--- src/rtl/matriz_led_pkg.sv ---
// Shared constants and state encoding for the column-scanned LED matrix driver.
package matriz_led_pkg;

    localparam int DEF_COLS         = 5;
    localparam int DEF_ROWS         = 7;
    localparam int DEF_DIV          = 4;
    localparam int DEF_BLINK_FRAMES = 8;

    typedef enum logic {
        IDLE = 1'b0,
        SCAN = 1'b1
    } state_t;

    // Width of a counter spanning 0..n-1; never collapses to zero bits.
    function automatic int cntWidth(input int n);
        return (n > 1) ? $clog2(n) : 1;
    endfunction

endpackage

--- src/rtl/matriz_led_varredura_divisor_clk.sv ---
// Column dwell prescaler: counts 0..DIV-1 and flags the last cycle of each dwell.
module divisor_clk
    import matriz_led_pkg::*;
#(
    parameter int DIV = DEF_DIV
) (
    input  logic clk,
    input  logic rst,
    input  logic clear,
    output logic tick
);

    localparam int              CNT_W = cntWidth(DIV);
    localparam logic [CNT_W-1:0] LAST = CNT_W'(DIV - 1);

    logic [CNT_W-1:0] count_q, count_d;

    always_comb begin
        count_d = count_q;
        if (clear || (count_q == LAST)) begin
            count_d = '0;
        end else begin
            count_d = count_q + 1'b1;
        end
    end

    always_ff @(posedge clk) begin
        if (rst) begin
            count_q <= '0;
        end else begin
            count_q <= count_d;
        end
    end

    assign tick = (count_q == LAST) && !clear;

endmodule

--- src/rtl/matriz_led_varredura.sv ---
// Multiplexed LED matrix scanner: one column at a time, frame-latched pattern,
// optional whole-frame blinking.
module matriz_led_varredura
    import matriz_led_pkg::*;
#(
    parameter int COLS         = DEF_COLS,
    parameter int ROWS         = DEF_ROWS,
    parameter int DIV          = DEF_DIV,
    parameter int BLINK_FRAMES = DEF_BLINK_FRAMES
) (
    input  logic                 clk,
    input  logic                 rst,
    input  logic                 en,
    input  logic                 sel_atk,
    input  logic                 blink,
    input  logic [COLS*ROWS-1:0] codigo_map,
    input  logic [COLS*ROWS-1:0] codigo_atk,
    output logic [COLS-1:0]      col,
    output logic [ROWS-1:0]      row,
    output logic                 frame_done
);

    localparam int               IDX_W    = cntWidth(COLS);
    localparam int               BLK_W    = cntWidth(BLINK_FRAMES);
    localparam logic [IDX_W-1:0] LAST_COL = IDX_W'(COLS - 1);
    localparam logic [BLK_W-1:0] LAST_BLK = BLK_W'(BLINK_FRAMES - 1);
    localparam logic [COLS-1:0]  COL0     = COLS'(1);

    state_t                 state_q, state_d;
    logic [COLS*ROWS-1:0]   shadow_q, shadow_d;
    logic [IDX_W-1:0]       idx_q, idx_d;
    logic [BLK_W-1:0]       blinkCnt_q, blinkCnt_d;
    logic                   blinkPhase_q, blinkPhase_d;
    logic [COLS-1:0]        col_q, col_d;
    logic [ROWS-1:0]        row_q, row_d;
    logic                   frameDone_q, frameDone_d;

    logic                   tick;
    logic                   prescClear;
    logic [COLS*ROWS-1:0]   selPattern;

    assign selPattern = sel_atk ? codigo_atk : codigo_map;
    assign prescClear = (state_q != SCAN) || !en;

    divisor_clk #(
        .DIV(DIV)
    ) uDivisor (
        .clk   (clk),
        .rst   (rst),
        .clear (prescClear),
        .tick  (tick)
    );

    always_comb begin
        state_d      = state_q;
        shadow_d     = shadow_q;
        idx_d        = idx_q;
        blinkCnt_d   = blinkCnt_q;
        blinkPhase_d = blinkPhase_q;
        col_d        = '0;
        row_d        = '0;
        frameDone_d  = 1'b0;

        case (state_q)
            IDLE: begin
                idx_d        = '0;
                blinkCnt_d   = '0;
                blinkPhase_d = 1'b0;
                if (en) begin
                    state_d  = SCAN;
                    shadow_d = selPattern;
                end
            end
            SCAN: begin
                if (!en) begin
                    state_d      = IDLE;
                    idx_d        = '0;
                    blinkCnt_d   = '0;
                    blinkPhase_d = 1'b0;
                end else if (tick) begin
                    if (idx_q == LAST_COL) begin
                        // Only the frame wrap latches a new pattern, so a frame never tears.
                        idx_d       = '0;
                        shadow_d    = selPattern;
                        frameDone_d = 1'b1;
                        if (blinkCnt_q == LAST_BLK) begin
                            blinkCnt_d   = '0;
                            blinkPhase_d = !blinkPhase_q;
                        end else begin
                            blinkCnt_d = blinkCnt_q + 1'b1;
                        end
                    end else begin
                        idx_d = idx_q + 1'b1;
                    end
                end
            end
            default: begin
                state_d = IDLE;
            end
        endcase

        // Outputs are registered, so they are built from the next-state view.
        if ((state_d == SCAN) && !(blink && blinkPhase_d)) begin
            col_d = COL0 << idx_d;
            row_d = shadow_d[idx_d*ROWS +: ROWS];
        end
    end

    always_ff @(posedge clk) begin
        if (rst) begin
            state_q      <= IDLE;
            shadow_q     <= '0;
            idx_q        <= '0;
            blinkCnt_q   <= '0;
            blinkPhase_q <= 1'b0;
            col_q        <= '0;
            row_q        <= '0;
            frameDone_q  <= 1'b0;
        end else begin
            state_q      <= state_d;
            shadow_q     <= shadow_d;
            idx_q        <= idx_d;
            blinkCnt_q   <= blinkCnt_d;
            blinkPhase_q <= blinkPhase_d;
            col_q        <= col_d;
            row_q        <= row_d;
            frameDone_q  <= frameDone_d;
        end
    end

    assign col        = col_q;
    assign row        = row_q;
    assign frame_done = frameDone_q;

endmodule

--- config.mk ---
export PLATFORM = sky130hd
export DESIGN_NAME = matriz_led_varredura
export DESIGN_NICKNAME = d
export VERILOG_FILES = /design/src/rtl/matriz_led_pkg.sv /design/src/rtl/matriz_led_varredura_divisor_clk.sv /design/src/rtl/matriz_led_varredura.sv
export SDC_FILE = /design/constraint.sdc
export NUM_CORES = 1
export LEC_CHECK = 0
export CORE_ASPECT_RATIO = 0.9
export CORE_MARGIN = 2
export CORE_UTILIZATION = 49
export DETAILED_ROUTE_END_ITERATION = 8
export PLACE_DENSITY = 0.82
export SLEW_MARGIN = 40
export SYNTH_ARGS = -nofsm -noshare
export SYNTH_HDL_FRONTEND = slang
export SYNTH_SLANG_ARGS = --single-unit
export TNS_END_PERCENT = 5
--- constraint.sdc ---
create_clock -name clk -period 4.35 [get_ports clk]
set_input_delay 0.6525 -clock clk [delete_from_list [all_inputs] [get_ports clk]]
set_output_delay 0.6525 -clock clk [all_outputs]
set_load 0.05 [all_outputs]
# ---- Word-level counts from Yosys, hierarchy flattened
# Index checks and enable logic that the tools add are counted.
dict set report word_totals {
  regBits 58
  romBits 0
  ram_bits 0
  mem_count 0
  latchBits 0
  inputBits 75
  elab_cells 59
}
dict set report classes {
  reduce_logical 13
  div 0
  n_shift 2
  multipliers 1
  n_lt_le_gt_ge 0
  addsub 3
  mux 22
  n_eq_ne 5
  n_bitwise 4
}
# cell count
set ops {}
lappend ops {{$mux 35} 5}
lappend ops {{$pmux 35 s2} 1}
lappend ops {{$shiftx 35x7->7} 1}
lappend ops {{$mux 3} 7}
lappend ops {{$pmux 3 s2} 2}
lappend ops {{$add 3x1->3 const B} 2}
lappend ops {{$eq 3x3->1 const B} 2}
lappend ops {{$mul 3x3->6 const B} 1}
lappend ops {{$mux 1} 6}
lappend ops {{$ne 3x2->1 const B} 2}
lappend ops {{$shl 1x3->5 const A} 1}
lappend ops {{$logic_not 1->1} 4}
lappend ops {{$not 1->1} 4}
lappend ops {{$reduce_or 2->1} 2}
lappend ops {{$reduce_or 4->1} 1}
lappend ops {{$logic_and 1x1->1} 3}
lappend ops {{$add 2x1->2 const B} 1}
lappend ops {{$eq 2x2->1 const B} 1}
lappend ops {{$logic_or 1x1->1} 2}
lappend ops {{$pmux 1 s2} 1}
lappend ops {{$reduce_and 2->1} 1}

# ---- Longest topological paths before layout
dict set report depth {
  depth_word 12
  depth_mapped 10
  mapped_depth_nobuf 8
}

# ---- Cells and area by module
# Synthesis repeated with hierarchy kept, for this count alone.
dict set report hier_totals {
  hier_cells 293
  hier_area_um2 2760.1
}
# module area_each_um2 seq_area_each_um2 instances cells_each
set modules_own_cells {}
lappend modules_own_cells {matriz_led_varredura 2673.8 1121.1 1 287}
lappend modules_own_cells {divisor_clk 86.3 40.0 1 6}

# ---- Worst setup path before layout
# OpenSTA, ideal clock, no wires.
dict set report synth_path {
  path_type {input -> register}
  from {input sel_atk}
  to {register row_q[4] (netlist: row[4])}
  path_stages 7
  path_buffers 3
  setup_slack_ps 2239
  arrival_ps 1980
  required_time_ps 4219
  path_cell_list {buf_2 -> buf_2 -> buf_2 -> mux2i_1 -> a21oi_1 -> a221oi_1 -> o22ai_1}
}
dict set report synth_between {
  elab_chain_len 6
  word_cells_on_any_way 7
  classes_between {shift (1); mux (6)}
}
# item line
set synth_lines {}
lappend synth_lines {{from (decl)} matriz_led_varredura.sv:14} ;# input logic sel_atk,
lappend synth_lines {{$mux 35 *} matriz_led_varredura.sv:42} ;# assign selPattern = sel_atk ? codigo_atk : codigo_map;
lappend synth_lines {{$mux 35} matriz_led_varredura.sv:81} ;# if (idx_q == LAST_COL) begin
lappend synth_lines {{$mux 35} matriz_led_varredura.sv:80} ;# end else if (tick) begin
lappend synth_lines {{$mux 35} matriz_led_varredura.sv:75} ;# if (!en) begin
lappend synth_lines {{$pmux 35 s2 *} matriz_led_varredura.sv:64} ;# case (state_q)
lappend synth_lines {{$shiftx 35x7->7 *} matriz_led_varredura.sv:105} ;# row_d = shadow_d[idx_d*ROWS +: ROWS];
lappend synth_lines {{to (signal assigned)} matriz_led_varredura.sv:126} ;# row_q <= row_d;
lappend synth_lines {{to (decl)} matriz_led_varredura.sv:35} ;# logic [ROWS-1:0] row_q, row_d;
# Every way passes the cells marked *; elsewhere a longest branch is shown, timed or not.
# A chain may end at the register's enable or synchronous reset.

# ---- Worst setup path in the final report
dict set report layout_path {
  from {input en}
  to {register row_q[5] (netlist: row[5])}
}
dict set report layout_between {
  elab_chain_len 12
  word_cells_on_any_way 22
  classes_between {mul (1); shift (1); mux (11); bitwise (1); reduce/logical (8)}
}
# item line
set layout_lines {}
lappend layout_lines {{from (decl)} matriz_led_varredura.sv:13} ;# input logic en,
lappend layout_lines {{branches (longest 12 deep; another with $mul 3x3->6)} --}
# Parallel ways; which one is timed is not known.

==> run metrics <==
Post-synth ARST share=0%; Crit path largest cell delay=0.59 ns; CTS tree=built; CTS resizes=0; Synth Area in Adders=2.363%; Num CTS Buffers=9; complex-gate fraction of the synthesized area=11.44%; DR vias=2261; GRT Total Usage=22.92%; final WL=6553 um; total core area=5224 sq um; fmax=388.5 MHz; Yosys reg bits=58; internal power=970.6 uW; Worst-Margin Slew=0.5974 ns; H-tree levels=3; Setup WS pre-CTS=1.482 ns; Sw Share=23.92%; DIE WIDTH=81.48 um; Final Hold Slack=0.4344 ns; most frequent cells in the layout=86 x clkdlybuf4s50_1, 58 x dfxtp_1, 47 x nor2_1; Synth Warn #=0; clk buf depth=2; Req. time, crit path=4.55 ns; clock transition at the registers of the reported paths=0.06 ns; die area=6008 sq um; Max-slew headroom=60.17%; CTS Sinks=58; worst vdd ir=0.2859 mV; first-pass detailed-route iteration total=4; P&R area growth vs syn=39.98%; port bufs=87; area of the mapped netlist=2648 sq um; Hold Fails Final Rpt=0; TNS Setup=0 ns; WS Path Type=in -> reg; Slew Limit Fails=0; CP arrival=2.77 ns; final instance area=3706 sq um; Worst Slack Setup Final=1.776 ns; Die H=73.74 um; Syn Inst Count=280; first-pass GRT wire length=10240 um; syn_nets=360; switching power=305.2 uW; Clock Power Share=39.1%; commonest non-fill, non-tap cell in the layout=clkdlybuf4s50_1; part of the power in combinational logic=16.4%; layout cells sized above 1=9.041%; CTS Root Cell=clkbuf_8; CP Max Fanout=56; delay-heaviest family, CP=buffers and inverters; Buf/Inv on CP=2; Cell Pwr Density=344.2 nW/um^2; Post-Synth XOR/XNOR Area=0.6144%; Max-Cap Viols=0; Layout Nets=440; largest family of logic cells by synthesized area=multiplexers; gpl congestion=0.7714; Cells after DPL=416; largest net degree at the start of global routing=57; Post-synth EDFFs=0; crit path cell chain=clkdlybuf4s50_1, a21boi_4, buf_4, mux2i_1, o22ai_1, a221oi_1, o22ai_1; DP HPWL=4745 um; mux cell area share after synthesis=20.37%; period utilization=59.18%; final setup fails=0; Lkg Pwr=0.001497 uW; register area share after synthesis=43.86%; Post-CTS Setup Repair Bufs=0; HP Class=reg -> reg; Placed Area=3508 sq um; Mapped Avg Cell Area=9.455 sq um; non-filler cells, final=432; post-route ant nets=0; vias in the first global route=2144; Post-CTS Hold Buffers=0; drt drc=0; initial antenna violation count=0; Distinct cells, synth=35; Skew-Pair Late Insertion Delay=0.33 ns; status=complete, no violations; FILL cells=410; vias per cell=5.234; synthesized-area fraction occupied by and/or/nand/nor cells=16.49%; Top FF cell, synth=dfxtp_1; DR iter-0 viols=155; I/O pin total=88; final worst path period need=2.574 ns; Crit-path slowest cell=clkdlybuf4s50_1; most used cell along the critical path=o22ai_1; Seq pwr share=44.6%; Setup crit end kind=flip-flop; total grt overflow=0; initial core utilization=50.68%; WL/cell=15.17 um; n_diodes=0; row cnt=25; RSZ-0062 raised after global routing=false; clk_skew=0.009000 ns; crit start category=input port
-- worst paths after layout --
path,to,slack [ns],from,depth (start not counted)
hold reg to reg,uDivisor.count_q[0]$_SDFF_PP0_,0.43,uDivisor.count_q[0]$_SDFF_PP0_,1
hold / removal,uDivisor.count_q[0]$_SDFF_PP0_,0.43,uDivisor.count_q[0]$_SDFF_PP0_,1
setup / recovery,row[5]$_SDFF_PP0_,1.78,en,7
setup reg to reg,row[5]$_SDFF_PP0_,1.80,uDivisor.count_q[0]$_SDFF_PP0_,8
-- power groups by stage --
stage	clock network [uW]	registers [uW]	logic, uW
global placement	0	578	204
finish	498	568	209
CTS	502	568	210
floorplan	0	587	103
global route	523	570	227
detailed placement	0	580	209
-- cells by family (layout without fill, tap and decap cells) --
kind of cell               after synthesis  count (layout)
and+or+nand+nor                         91              91
DFF                                     58              58
muxes                                   52              52
AOI/OAI and AO/OA                       50              50
buffers and inverters                   23             108
adders and majority gates                5               5
xor gates and xnor gates                 1               1
-- synthesized netlist by cell type, types with 3 or more instances --
| cell | instances | area share (%) |
|---|---|---|
| mux2_2 | 8 | 3.4 |
| nand2_1 | 11 | 1.6 |
| clkbuf_1 | 4 | 0.57 |
| nor2_1 | 47 | 6.7 |
| o22ai_1 | 14 | 3.3 |
| nor2b_1 | 17 | 4.0 |
| nand3_1 | 3 | 0.57 |
| ha_1 | 5 | 2.4 |
| mux2_1 | 7 | 3.0 |
| o21ai_1 | 5 | 0.95 |
| a221oi_1 | 7 | 2.3 |
| o21ai_0 | 5 | 0.95 |
| nor3_1 | 3 | 0.57 |
| dfxtp_1 | 58 | 44 |
| buf_2 | 10 | 1.9 |
| mux2i_1 | 37 | 14 |
| buf_6 | 3 | 1.3 |
| a21oi_1 | 16 | 3.0 |
-- state kept, by name (all words and copies together) (netlist names) --
register,flops
shadow_q,35
row,7
col,5
blinkCnt_q,3
idx_q,3
uDivisor.count_q,2
blinkPhase_q,1
frame_done,1
state_q,1
-- final cells by class --
type                       instances  area [sq um]  area share [%]
multi-input combinational        199          1369           36.93
clock inverter                     2         35.03          0.9453
timing repair buffer              89         883.3           23.84
sequential                        58          1161           31.33
clock buffer                      14         162.7           4.389
inverter                           3         11.26          0.3038
tap                               67         83.83           2.262
-- metal layers --
layer | global-route usage, % | vias to the layer above | part of all wire [%] | wire [um]
met2 | 37.98 | 86 | 47 | 3064
li1 | - | 1130 | - | -
met5 | 0 | - | 0 | 0
met3 | 4.791 | 10 | 9.0 | 587
met1 | 28.79 | 1035 | 42 | 2775
met4 | 9.981 | 0 | 1.9 | 126
-- per-stage QoR --
stage          utilization (%)  power (uW)
2_1_floorplan                -       690.7
3_3_place_gp             67.11       782.2
3_5_place_dp             67.16       788.3
4_1_cts                  70.95        1281
5_1_grt                  70.95        1319
6_report                 70.95        1276
Power figures use the tool's default switching activity.
